### config.mk
export PLATFORM = sky130hd
export DESIGN_NAME = keypad_entry_ctrl
export DESIGN_NICKNAME = d
export VERILOG_FILES = /design/src/rtl/keypad_entry_ctrl.sv
export SDC_FILE = /design/constraint.sdc
export NUM_CORES = 1
export LEC_CHECK = 0
export CORE_ASPECT_RATIO = 1.1
export CORE_MARGIN = 4
export CORE_UTILIZATION = 55
export DETAILED_ROUTE_END_ITERATION = 12
export DONT_BUFFER_PORTS = 1
export GPL_TIMING_DRIVEN = 0
export HOLD_SLACK_MARGIN = 0.12
export PLACE_DENSITY_LB_ADDON = 0.05
export SKIP_CTS_REPAIR_TIMING = 1
export SYNTH_ARGS = -nofsm -noshare
export SYNTH_HDL_FRONTEND = slang
export SYNTH_SLANG_ARGS = --single-unit
### constraint.sdc
create_clock -name clk -period 5.8 [get_ports clk]
set_input_delay 0.58 -clock clk [delete_from_list [all_inputs] [get_ports clk]]
set_output_delay 0.58 -clock clk [all_outputs]
set_load 0.02 [all_outputs]
### src/rtl/keypad_entry_ctrl.sv
// rtl/keypad_entry_ctrl.sv - multi-digit BCD entry sequencer for the 4x4 keypad reader
module keypad_entry_ctrl #(
  parameter int          NUM_DIGITS     = 4,
  parameter int          CNT_W          = 3,
  parameter int          TIMEOUT_CYCLES = 500_000_000,
  parameter int          TIMEOUT_WIDTH  = 29,
  parameter logic [3:0]  KEY_ENTER      = 4'hF,
  parameter logic [3:0]  KEY_CLEAR      = 4'hE,
  parameter logic [3:0]  KEY_BACK       = 4'hD
) (
  input  logic                    clk,
  input  logic                    rst,
  input  logic                    key_flag,
  input  logic [3:0]              key_value,
  input  logic                    out_ready,
  output logic                    out_valid,
  output logic [4*NUM_DIGITS-1:0] out_bcd,
  output logic [CNT_W-1:0]        out_count,
  output logic [4*NUM_DIGITS-1:0] entry_bcd,
  output logic [CNT_W-1:0]        entry_count,
  output logic                    err_pulse,
  output logic                    timeout_pulse
);

  localparam int BW = 4 * NUM_DIGITS;
  localparam logic [TIMEOUT_WIDTH-1:0] TO_LAST = TIMEOUT_WIDTH'(TIMEOUT_CYCLES - 1);
  localparam logic [CNT_W-1:0] CNT_MAX = CNT_W'(NUM_DIGITS);
  localparam logic [CNT_W-1:0] CNT_ONE = CNT_W'(1);

  typedef enum logic [1:0] {
    S_IDLE,
    S_ENTRY,
    S_PRESENT
  } state_t;

  state_t                   state_q, state_d;
  logic [BW-1:0]            entry_bcd_d, out_bcd_d;
  logic [CNT_W-1:0]         entry_count_d, out_count_d;
  logic                     out_valid_d, err_d, to_d;
  logic [TIMEOUT_WIDTH-1:0] to_cnt_q, to_cnt_d;
  logic                     is_digit;

  assign is_digit = (key_value <= 4'd9);

  // Next-state and next-output decode; every output comes straight from a register.
  always_comb begin
    state_d       = state_q;
    entry_bcd_d   = entry_bcd;
    entry_count_d = entry_count;
    out_bcd_d     = out_bcd;
    out_count_d   = out_count;
    out_valid_d   = out_valid;
    err_d         = 1'b0;
    to_d          = 1'b0;
    to_cnt_d      = '0;

    case (state_q)
      S_IDLE: begin
        if (key_flag) begin
          if (is_digit) begin
            entry_bcd_d   = {{(BW-4){1'b0}}, key_value};
            entry_count_d = CNT_ONE;
            state_d       = S_ENTRY;
          end else if (key_value != KEY_CLEAR) begin
            err_d = 1'b1;
          end
        end
      end

      S_ENTRY: begin
        if (key_flag) begin
          // Any key, accepted or rejected, restarts the inactivity window.
          if (is_digit) begin
            if (entry_count < CNT_MAX) begin
              entry_bcd_d   = {entry_bcd[BW-5:0], key_value};
              entry_count_d = entry_count + CNT_ONE;
            end else begin
              err_d = 1'b1;
            end
          end else if (key_value == KEY_BACK) begin
            entry_bcd_d   = entry_bcd >> 4;
            entry_count_d = entry_count - CNT_ONE;
            if (entry_count == CNT_ONE) begin
              state_d = S_IDLE;
            end
          end else if (key_value == KEY_CLEAR) begin
            entry_bcd_d   = '0;
            entry_count_d = '0;
            state_d       = S_IDLE;
          end else if (key_value == KEY_ENTER) begin
            out_bcd_d   = entry_bcd;
            out_count_d = entry_count;
            out_valid_d = 1'b1;
            state_d     = S_PRESENT;
          end else begin
            err_d = 1'b1;
          end
        end else if (to_cnt_q == TO_LAST) begin
          entry_bcd_d   = '0;
          entry_count_d = '0;
          to_d          = 1'b1;
          state_d       = S_IDLE;
        end else begin
          to_cnt_d = to_cnt_q + 1'b1;
        end
      end

      S_PRESENT: begin
        // Operand is frozen until consumed; keys are refused, not queued.
        if (key_flag) begin
          err_d = 1'b1;
        end
        if (out_valid && out_ready) begin
          out_valid_d   = 1'b0;
          entry_bcd_d   = '0;
          entry_count_d = '0;
          state_d       = S_IDLE;
        end
      end

      default: begin
        state_d       = S_IDLE;
        entry_bcd_d   = '0;
        entry_count_d = '0;
        out_valid_d   = 1'b0;
      end
    endcase
  end

  // State, timeout counter and output registers with synchronous reset.
  always_ff @(posedge clk) begin
    if (rst) begin
      state_q       <= S_IDLE;
      to_cnt_q      <= '0;
      entry_bcd     <= '0;
      entry_count   <= '0;
      out_bcd       <= '0;
      out_count     <= '0;
      out_valid     <= 1'b0;
      err_pulse     <= 1'b0;
      timeout_pulse <= 1'b0;
    end else begin
      state_q       <= state_d;
      to_cnt_q      <= to_cnt_d;
      entry_bcd     <= entry_bcd_d;
      entry_count   <= entry_count_d;
      out_bcd       <= out_bcd_d;
      out_count     <= out_count_d;
      out_valid     <= out_valid_d;
      err_pulse     <= err_d;
      timeout_pulse <= to_d;
    end
  end

endmodule

==> impl_metrics.ini <==
[yosys]
synthTopCellsByArea = dfxtp_1 (42%), nand2_1 (7.3%), nor2_1 (4.7%), a21oi_1 (4.3%), mux2i_1 (4.1%)
synthCells = 416
syn-cell-area_um2 = 3460
syn_avg_cell_area_um2 = 8.31
ys_types = 51
synth_edf_count = 0
yosysMostFrequentCell = dfxtp_1
synth_top_area_cell = dfxtp_1
synth_seq_cells = 72
yosysSeqAreaShare_pct = 41.7
ys_top_cells_by_count = dfxtp_1 (72), nand2_1 (67), nor2_1 (43)
ys.warnings.count = 0
yosysTopAreaCellShare_pct = 41.7
async_reset_ff_share_pct = 0
postSynthNetCount = 428
synth-main-ff-cell = dfxtp_1

[global_routing]
grt_max_degree = 13
grt_pass1_wl_um = 13500
antenna_found_initial = 0
grt_use_total_pct = 21.9
grt_pass1_vias = 2772
gr-total-overflow = 0

[timing]
setup_viol = 0
layout_min_cycle_time_ns = 2.73
tightest_slew_ns = 1.30
final_max_slew_viol_count = 0
clock-skew-final_ns = 0.0101
hold_viol = 0
maxSlewHeadroom_pct = 12.7
fin_crit_sh_pct = 47.1
fmax_mhz = 366
tns_ns = 0
hold_ws_ns = 0.477
rsz0062_at_grt = no

[setup_path]
path_buf_inv = 2
end_kind = flop
start_kind = flop
slowest_stage = or4_4
required_ns = 6.03
path_class = flop to flop
ff2ff_path_depth = 8
slowest_delay_ns = 0.57
critical_path.cell_chain = ha_1, nand4_2, or3_4, or4_4, or2b_1, clkbuf_1, buf_2, nor2_1
r2r_end = to_cnt_q[14]$_SDFF_PP0_
worst-path-max-fanout = 10
reg2reg_slack_ns = 3.07
critPathTopFamily = simple AND/OR/NAND/NOR gates
r2r_start = to_cnt_q[0]$_SDFF_PP0_
critPathArrivalTime_ns = 2.96

[clock_tree]
cts_buffers = 9
cts_tree = done
clk_path_buf_depth = 2
clk_pin_slew_ns = 0.07
cts_max_level = 3
cts-root-buf = clkbuf_8
clk-insertion-delay-late_ns = 0.35
clkSinkCount = 72

[hold_path]
whs_path_depth = 1
hold_path.class = flop to flop
min_from = to_cnt_q[0]$_SDFF_PP0_
hold_end = to_cnt_q[0]$_SDFF_PP0_

[power_and_ir_drop]
powerDensity_nw_per_um2 = 249
ir_drop_uv = 142
power_leakage_uw = 0.00125

[cells_and_area]
antennaDiodeCount = 0
area_growth_pct = 7.86
seq_area_um2 = 1440
n_fill_cell = 571
drive_gt1_share_pct = 7.89
fin_nets = 439
multi_input_area_um2 = 1860
fin_cells = 511

[drt]
wl_um = 8020
dr.pass1.iters = 4
antenna_left = 0
route.detailed.drc = 0
drt-initial-drc-count = 112
post_drt_wl_per_cell_um = 15.7
viasPerCell = 5.60
vias = 2861

[place]
dp_hpwl_um = 5850
gp_congestion = 0.852
place.port_buffers = 0
placed_cells = 496

[die]
die-area_um2 = 7620
rows = 30
die_y_um = 91.1
io_pins = 49
die_w_um = 83.6
coreArea_um2 = 6160
start_util_pct = 56.1

[outcome]
run_status = completed

[job]
cap_violations = 0
==> area by class of cell <==
cell class / instances / area share (%)
Sequential cell: 72 / 38.7
Clock inverter: 5 / 0.906
Clock buffer: 10 / 3.69
Inverter: 11 / 1.11
Tap cell: 80 / 2.69
Buffer: 22 / 2.92
Multi-Input combinational cell: 311 / 50.0
==> sequential cells by signal (all words and copies together), names as in the netlist <==
name	count
to_cnt_q	29
entry_bcd	16
out_bcd	16
entry_count	3
out_count	3
state_q	2
err_pulse	1
out_valid	1
timeout_pulse	1
==> worst reg2reg max path, cell delays in order (launching register included) <==
cell and delay (ns):
dfxtp_1 0.38, ha_1 0.24, nand4_2 0.15, or3_4 0.46
or4_4 0.57, or2b_1 0.17, clkbuf_1 0.29, buf_2 0.29
nor2_1 0.07
==> layout by cell type, fill, tap and decap left out, types with 2 or more instances in the layout <==
cell	n
clkbuf_1	18
nor4_1	4
nand2b_1	16
ha_1	4
mux2_2	2
inv_1	11
dfxtp_1	72
or3_1	7
xor2_1	13
clkbuf_8	10
nand3_1	14
clkinvlp_4	2
a22oi_1	2
o21ai_0	8
a21oi_1	30
or3_2	3
o31a_1	2
xnor2_1	10
or2_2	3
a31oi_1	2
and2_1	4
nand2_1	67
clkinv_2	2
nand4_1	11
a22o_1	8
and3b_1	2
mux2i_1	14
mux2_4	4
buf_2	2
nor3_1	8
a211o_1	4
nor2b_1	7
nor2_1	43
==> metrics by stage <==
stage,setup WS [ns],instance area [µm²],total power (µW),utilization [%]
after floorplan,3.24,3460,571,-
after global placement,2.88,3560,586,57.8
after detailed placement,2.81,3560,585,57.8
after CTS,3.04,3730,938,60.5
after global routing,2.89,3730,966,60.5
final,3.07,3730,929,60.5
==> logic make-up after synthesis <==
family / Yosys count / share of synthesized area [%]
and+or+nand+nor: 199 / 28.4
DFF: 72 / 41.7
AOI/OAI and AO/OA: 65 / 11.8
buffers and inverters: 33 / 4.34
xor gates and xnor gates: 23 / 5.83
muxes: 20 / 6.44
adders and majority gates: 4 / 1.45
==> worst max path at each step <==
stage | startpoint | endpoint | slack (ns) | cells past startpoint
2_1_floorplan | to_cnt_q[0]$_SDFF_PP0_ | entry_count[2]$_SDFFE_PP0P_ | 3.24 | 8
3_3_place_gp | key_flag | out_bcd[10]$_SDFFE_PP0P_ | 2.88 | 6
3_5_place_dp | key_flag | out_bcd[10]$_SDFFE_PP0P_ | 2.81 | 6
4_1_cts | to_cnt_q[0]$_SDFF_PP0_ | to_cnt_q[23]$_SDFF_PP0_ | 3.04 | 8
5_1_grt | to_cnt_q[0]$_SDFF_PP0_ | to_cnt_q[14]$_SDFF_PP0_ | 2.89 | 8
6_report | to_cnt_q[0]$_SDFF_PP0_ | to_cnt_q[14]$_SDFF_PP0_ | 3.07 | 8
==> where the power goes <==
group	switching [µW]	internal, µW
logic	35.5	28.8
clock network	191	164
registers	11.0	499
total	238	691
==> layer usage <==
metal	global-route usage [%]	routed length (µm)	vias to the layer above
met1	25.6	3380	1325
met3	7.17	461	13
met2	37.5	4020	77
met4	7.64	161	0
met5	0	0	-
li1	-	-	1446
(Power assumes the default switching activity.)
